<file path="config.mk">
export PLATFORM = sky130hd
export DESIGN_NAME = mc_controller
export DESIGN_NICKNAME = d
export VERILOG_FILES = /design/src/rtl/mc_controller.sv
export SDC_FILE = /design/constraint.sdc
export NUM_CORES = 1
export LEC_CHECK = 0
export CAP_MARGIN = 20
export CORE_MARGIN = 2
export CORE_UTILIZATION = 39
export DETAILED_ROUTE_END_ITERATION = 8
export PLACE_DENSITY_LB_ADDON = 0.1
export SYNTH_ARGS = -nofsm -noshare
export SYNTH_HDL_FRONTEND = slang
export SYNTH_SLANG_ARGS = --single-unit
</file>
<file path="constraint.sdc">
create_clock -name clk -period 3.53 [get_ports clk]
set_input_delay 0.5295 -clock clk [delete_from_list [all_inputs] [get_ports clk]]
set_output_delay 0.5295 -clock clk [all_outputs]
set_load 0.05 [all_outputs]
</file>
<file path="src/rtl/mc_controller.sv">
// Multicycle MIPS-subset control FSM: sequences ALU, register file, memory and PC
// for lw, sw, R-type, beq, bne, addi and j, and flags unsupported encodings.
module mc_controller #(
    parameter bit SUPPORT_BNE = 1'b1
) (
    input  logic       clk,
    input  logic       reset_n,
    input  logic [5:0] op,
    input  logic [5:0] funct,
    input  logic       zero,
    output logic       pcen,
    output logic       memwrite,
    output logic       irwrite,
    output logic       regwrite,
    output logic       iord,
    output logic       memtoreg,
    output logic       regdst,
    output logic       alusrca,
    output logic [1:0] alusrcb,
    output logic [1:0] pcsrc,
    output logic [2:0] alucontrol,
    output logic       illegal
);

    typedef enum logic [3:0] {
        FETCH   = 4'd0,
        DECODE  = 4'd1,
        MEMADR  = 4'd2,
        MEMRD   = 4'd3,
        MEMWB   = 4'd4,
        MEMWR   = 4'd5,
        RTYPEEX = 4'd6,
        RTYPEWB = 4'd7,
        BEQEX   = 4'd8,
        ADDIEX  = 4'd9,
        ADDIWB  = 4'd10,
        JEX     = 4'd11
    } state_e;

    localparam logic [5:0] OP_LW   = 6'b100011;
    localparam logic [5:0] OP_SW   = 6'b101011;
    localparam logic [5:0] OP_RTYP = 6'b000000;
    localparam logic [5:0] OP_BEQ  = 6'b000100;
    localparam logic [5:0] OP_BNE  = 6'b000101;
    localparam logic [5:0] OP_ADDI = 6'b001000;
    localparam logic [5:0] OP_J    = 6'b000010;

    state_e     state_q, state_d;
    logic       pcwrite, branch, bne;
    logic       funct_ok;
    logic [2:0] funct_alu;

    always_comb begin
        funct_ok  = 1'b1;
        funct_alu = 3'b010;
        case (funct)
            6'b100000: funct_alu = 3'b010;
            6'b100010: funct_alu = 3'b110;
            6'b100100: funct_alu = 3'b000;
            6'b100101: funct_alu = 3'b001;
            6'b101010: funct_alu = 3'b111;
            default:   funct_ok  = 1'b0;
        endcase
    end

    always_comb begin
        state_d    = FETCH;
        pcwrite    = 1'b0;
        branch     = 1'b0;
        bne        = 1'b0;
        memwrite   = 1'b0;
        irwrite    = 1'b0;
        regwrite   = 1'b0;
        iord       = 1'b0;
        memtoreg   = 1'b0;
        regdst     = 1'b0;
        alusrca    = 1'b0;
        alusrcb    = 2'b00;
        pcsrc      = 2'b00;
        alucontrol = 3'b010;
        illegal    = 1'b0;

        case (state_q)
            FETCH: begin
                irwrite = 1'b1;
                alusrcb = 2'b01;
                pcwrite = 1'b1;
                state_d = DECODE;
            end
            DECODE: begin
                alusrcb = 2'b11;
                if (op == OP_LW || op == OP_SW)                  state_d = MEMADR;
                else if (op == OP_RTYP && funct_ok)              state_d = RTYPEEX;
                else if (op == OP_BEQ || (SUPPORT_BNE && op == OP_BNE)) state_d = BEQEX;
                else if (op == OP_ADDI)                          state_d = ADDIEX;
                else if (op == OP_J)                             state_d = JEX;
                else                                             illegal = 1'b1;
            end
            MEMADR: begin
                alusrca = 1'b1;
                alusrcb = 2'b10;
                state_d = (op == OP_SW) ? MEMWR : MEMRD;
            end
            MEMRD: begin
                iord    = 1'b1;
                state_d = MEMWB;
            end
            MEMWB: begin
                memtoreg = 1'b1;
                regwrite = 1'b1;
            end
            MEMWR: begin
                iord     = 1'b1;
                memwrite = 1'b1;
            end
            RTYPEEX: begin
                alusrca    = 1'b1;
                alucontrol = funct_alu;
                state_d    = RTYPEWB;
            end
            RTYPEWB: begin
                regdst   = 1'b1;
                regwrite = 1'b1;
            end
            BEQEX: begin
                alusrca    = 1'b1;
                alucontrol = 3'b110;
                pcsrc      = 2'b01;
                branch     = 1'b1;
                bne        = (op == OP_BNE);
            end
            ADDIEX: begin
                alusrca = 1'b1;
                alusrcb = 2'b10;
                state_d = ADDIWB;
            end
            ADDIWB: regwrite = 1'b1;
            JEX: begin
                pcsrc   = 2'b10;
                pcwrite = 1'b1;
            end
            default: state_d = FETCH;
        endcase

        // Write enables must drop immediately while reset is held, whatever the state.
        if (!reset_n) begin
            pcwrite  = 1'b0;
            branch   = 1'b0;
            memwrite = 1'b0;
            irwrite  = 1'b0;
            regwrite = 1'b0;
        end
        pcen = pcwrite | (branch & (zero ^ bne));
    end

    always_ff @(posedge clk or negedge reset_n) begin
        if (!reset_n) state_q <= FETCH;
        else          state_q <= state_d;
    end

endmodule

</file>
# After elaboration in Yosys (flattened, before gate mapping)
# Index checks and enable logic that the tools add are counted.
[classes] addsub=0 mul=0 div=0 n_lt_le_gt_ge=0 n_eq_ne=22 shifts=0 mux=33 bitwise=3 n_reduce_logical=11
[op_table] operator="$eq 6x6->1 const B" n=7
[op_table] operator="$pmux 4 s6" n=1
[op_table] operator="$mux 1" n=22
[op_table] operator="$mux 4" n=5
[op_table] operator="$eq 4x3->1 const B" n=4
[op_table] operator="$eq 4x4->1 const B" n=4
[op_table] operator="$eq 6x3->1 const B" n=2
[op_table] operator="$pmux 3 s4" n=1
[op_table] operator="$eq 4x2->1 const B" n=2
[op_table] operator="$eq 6x2->1 const B" n=1
[op_table] operator="$eq 6x4->1 const B" n=1
[op_table] operator="$logic_not 6->1" n=1
[op_table] operator="$pmux 2 s3" n=1
[op_table] operator="$pmux 3 s2" n=1
[op_table] operator="$reduce_or 2->1" n=3
[op_table] operator="$reduce_or 5->1" n=1
[op_table] operator="$eq 4x1->1 const B" n=1
[op_table] operator="$logic_not 4->1" n=1
[op_table] operator="$pmux 2 s2" n=1
[op_table] operator="$reduce_or 4->1" n=1
[op_table] operator="$mux 3" n=1
[op_table] operator="$reduce_or 3->1" n=1
[op_table] operator="$logic_or 1x1->1" n=2
[op_table] operator="$and 1x1->1" n=1
[op_table] operator="3 further kinds" n=3
[totals] regBits=4 latchBits=0 ram_bits=0 rom_bits=0 word_cells=70 mem_count=0

# Depth between registers and ports, before layout
[logic_depth] depth_word=7 depth_mapped=5 depth_no_buf=4

# Worst setup path before layout
# OpenSTA, ideal clock, no wires.
[synth_timing] path_kind="register -> output" start="register state_q[2]" end="output pcen" arrival_time_ns=3.147 required_time_ns=3.000 path_slack_ns=-0.147 stages_incl_launch_ff=6 path_cell_list="dfrtp_1 -> buf_4 -> or2b_1 -> nor3_1 -> nand2_1 -> o21ai_0"
[synth_via] elab_chain_len=5
[synth_lines] item="start: declaration" line_no="48" source="state_e state_q, state_d;"
[synth_lines] item="start signal: assignment" line_no="158" source="else state_q <= state_d;"
[synth_lines] item="$eq 4x4->1 / $logic_not 4->1 (equally long branches)" line_no="83" source="case (state_q)"
[synth_lines] item="$reduce_or 2->1 (no line) / $mux 1 (equally long branches)"
[synth_lines] item="$mux 1, or another cell as far along" line_no="83"
[synth_lines] item="$mux 1 / $and 1x1->1 (equally long branches)" line_no="146, 153"
[synth_lines] item="$or 1x1->1 (*)" line_no="153" source="pcen = pcwrite | (branch & (zero ^ bne));"
[synth_lines] item="end: declaration" line_no="11" source="output logic pcen,"
# Mark *: on every way between the ends. The rest lies on a longest branch, timed or not.

# Worst setup path after layout
[layout_timing] start="register state_q[1]" end="output alucontrol[1]"
[layout_via] elab_chain_len=2
[layout_lines] item="$eq 4x4->1 / $eq 4x3->1 (equally long branches)" line_no="83"
[layout_lines] item="$pmux 3 s2 (*)" line_no="83"
[layout_lines] item="end: declaration" line_no="21" source="output logic [2:0] alucontrol,"
# Marked as above.

==> impl_metrics.py <==
metrics = {
    "cts": {
        "hold_buffers": 0,
        "cts_resized": 0,
        "cts_made_buffers": 3,
        "cts_buffer_depth": 2,
        "root_buffer": "clkbuf_4",
        "post-cts-setup-buffers": 0,
        "cts_tree": "done",
        "clkSinkCount": 4,
        "clk_latency_ns": 0.23,
        "h-tree-depth": 1,
        "clk_pin_slew_ns": 0.04,
    },
    "job": {
        "maxCapViolCount": 0,
    },
    "die": {
        "fp.dieH_microns": 41.0,
        "fp-row-count": 13,
        "initial_utilization_pct": 41.5,
        "fp.dieW_microns": 41.0,
        "dieArea_sq_mm": 0.00168,
        "core_sq_mm": 0.00128,
        "io_pins": 31,
    },
    "worst_setup_path": {
        "path_class": "reg2out",
        "r2r_cells": 3,
        "cp-end-kind": "primary output",
        "cp_max_fo": 15,
        "timing.rr.start": "state_q[1]$_DFF_PN0_",
        "crit_required_ns": 3.00,
        "reg2reg_setup_slack_ns": 2.21,
        "regToRegEndpoint": "state_q[0]$_DFF_PN0_",
        "worstPathArrival_ns": 2.72,
        "start_kind": "flop",
    },
    "finish": {
        "top_register": "state_q",
        "syn_to_final_growth_pct": 64.6,
        "final_core_util_pct": 68.3,
        "nets": 127,
        "reg_top3": "state_q x4",
        "largest_reg_flops": 4,
        "diodes": 0,
        "drive_gt1_share_pct": 10.0,
        "layoutNonFillerInstCount": 125,
    },
    "sta": {
        "slew_viol_final": 0,
        "finalSetupViolCount": 0,
        "hold_viol": 0,
        "fin_crit_sh_pct": 92.0,
        "fmax_ghz": 0.308,
        "final.min_clock_period_ns": 3.25,
        "setup-tns-final_ns": 0,
        "relSlewSlack_pct": 66.9,
        "skew_ns": 0.00287,
        "worstMarginPinSlew_ns": 0.495,
        "rsz0062_at_grt": "no",
    },
    "drt": {
        "drt_first_iter_violations": 15,
        "route.vias.total": 686,
        "final_antenna_net_count": 0,
        "first_pass_iters": 4,
        "postRouteWirelength_microns": 1490,
        "via_per_inst": 5.49,
        "drc": 0,
        "wl_per_cell_microns": 11.9,
    },
    "global_route": {
        "grt_max_degree": 16,
        "first_global_vias": 565,
        "grt_antenna_before_repair": 0,
        "overflow": 0,
        "grt_pass1_wl_microns": 2420,
        "grt_usage_pct": 21.0,
    },
    "place": {
        "dp.cells": 122,
        "hpwl_microns": 1180,
        "portBuffers": 30,
        "gp_congestion": 0.893,
    },
    "synthesis": {
        "yosysWarnings": 0,
        "synth_cells": 78,
        "synth_fp_nets": 93,
        "ys_types": 33,
        "yosysSeqAreaShare_pct": 18.8,
        "synth-seq-cells": 4,
        "avgSynthCellArea_sq_um": 6.83,
        "synthesis.area_sq_um": 533,
    },
    "power_and_ir_drop": {
        "p_leak_nw": 0.336,
        "ir_worst_vdd_uv": 432,
        "p_per_area_mw_per_mm2": 663,
    },
    "status": {
        "status": "complete, no violations",
    },
    "min_path": {
        "holdCritPathClass": "in2async",
    },
}
-- cell families (layout without fill, tap and decap cells) --
| family | count (synthesis) | after routing | synth area share, % |
|---|---|---|---|
| buffers and inverters | 6 | 38 | 4.93 |
| DFF | 4 | 4 | 18.8 |
| AOI/OAI and AO/OA | 17 | 17 | 20.9 |
| muxes | 2 | 2 | 3.76 |
| and+or+nand+nor | 46 | 46 | 46.7 |
| xor gates and xnor gates | 3 | 3 | 4.93 |
-- through the flow --
stage | worst slack, ns | power [mW] | hold WS, ns | instance area, sq um
4_1_cts | 0.272 | 0.583 | 0.566 | 877
2_1_floorplan | 0.334 | 0.388 | 0.234 | 538
3_5_place_dp | 0.285 | 0.525 | 0.604 | 855
3_3_place_gp | 0.333 | 0.523 | 0.607 | 855
6_report | 0.282 | 0.581 | 0.568 | 877
5_1_grt | 0.186 | 0.618 | 0.573 | 877
-- metal layers --
layer  GRT usage, %  part of all wire (%)
met4           4.17                     0
met5              0                     0
met1           26.9                    42
met2           36.7                    50
met3           3.26                   7.3
-- final cells by class --
cell class / instances / area [sq um]
flip-flops and latches: 4 / 100
fillers: 115 / 408
multi-input cells: 68 / 412
well taps: 15 / 18.8
repair buffers: 32 / 313
clock buffers: 3 / 22.5
inverters: 3 / 11.3
-- worst max-delay path by stage --
stage                                     from  slack, ns            end
after floorplan           state_q[2]$_DFF_PN0_       0.33           pcen
after global placement                funct[4]       0.33  alucontrol[1]
after detailed placement              funct[4]       0.29  alucontrol[1]
after CTS                 state_q[1]$_DFF_PN0_       0.27  alucontrol[1]
after global routing      state_q[1]$_DFF_PN0_       0.19  alucontrol[1]
final                     state_q[1]$_DFF_PN0_       0.28  alucontrol[1]
-- cells in the mapped netlist (all sizes together) --
cell	n	share of area (%)
a21oi	2	1.9
a311o	1	1.9
a31o	1	1.6
a31oi	1	1.2
a41o	1	1.9
and2	2	2.3
and3	2	2.3
buf	1	1.4
clkbuf	2	1.4
dfrtp	4	19
inv	3	2.1
mux2i	2	3.8
nand2	13	9.6
nand2b	2	2.3
nand3	2	1.9
nand4	1	1.2
nor2	8	6.1
nor2b	2	2.3
nor3	6	5.6
nor3b	1	1.4
nor4	2	2.3
nor4b	2	3.3
o2111ai	1	1.6
o211ai	1	1.4
o21ai	6	5.6
o21bai	1	1.4
o22ai	2	2.3
or2b	1	1.4
or4b	2	4.5
xor2	3	4.9
-- where the power goes --
group / switching, mW / total (mW) / internal [mW]
logic: 0.283 / 0.439 / 0.156
registers: 0.0278 / 0.0873 / 0.0594
clock network: 0.0167 / 0.0546 / 0.0379
-- worst max-delay path, cell delays in order, from the launching register on --
cell and delay, ns:
dfrtp_1 0.62, nand2_2 0.15, or4b_4 0.52, or4b_1 0.48, clkdlybuf4s50_1 0.71
-- layout by cell type (no fill, tap or decap), types with 2 or more instances in the layout --
cell             instances
xor2_1                   3
dfrtp_1                  4
and3_1                   2
clkbuf_4                 3
and2_1                   2
nor4_1                   2
nand2_1                 12
o22ai_1                  2
buf_4                    3
o21ai_0                  6
nor4b_1                  2
nor2_1                   7
a21oi_1                  2
nand3_1                  2
nor2b_1                  2
clkdlybuf4s50_1         29
nand2b_1                 2
inv_1                    3
nor3_1                   5
mux2i_1                  2
(Power assumes the default switching activity.)
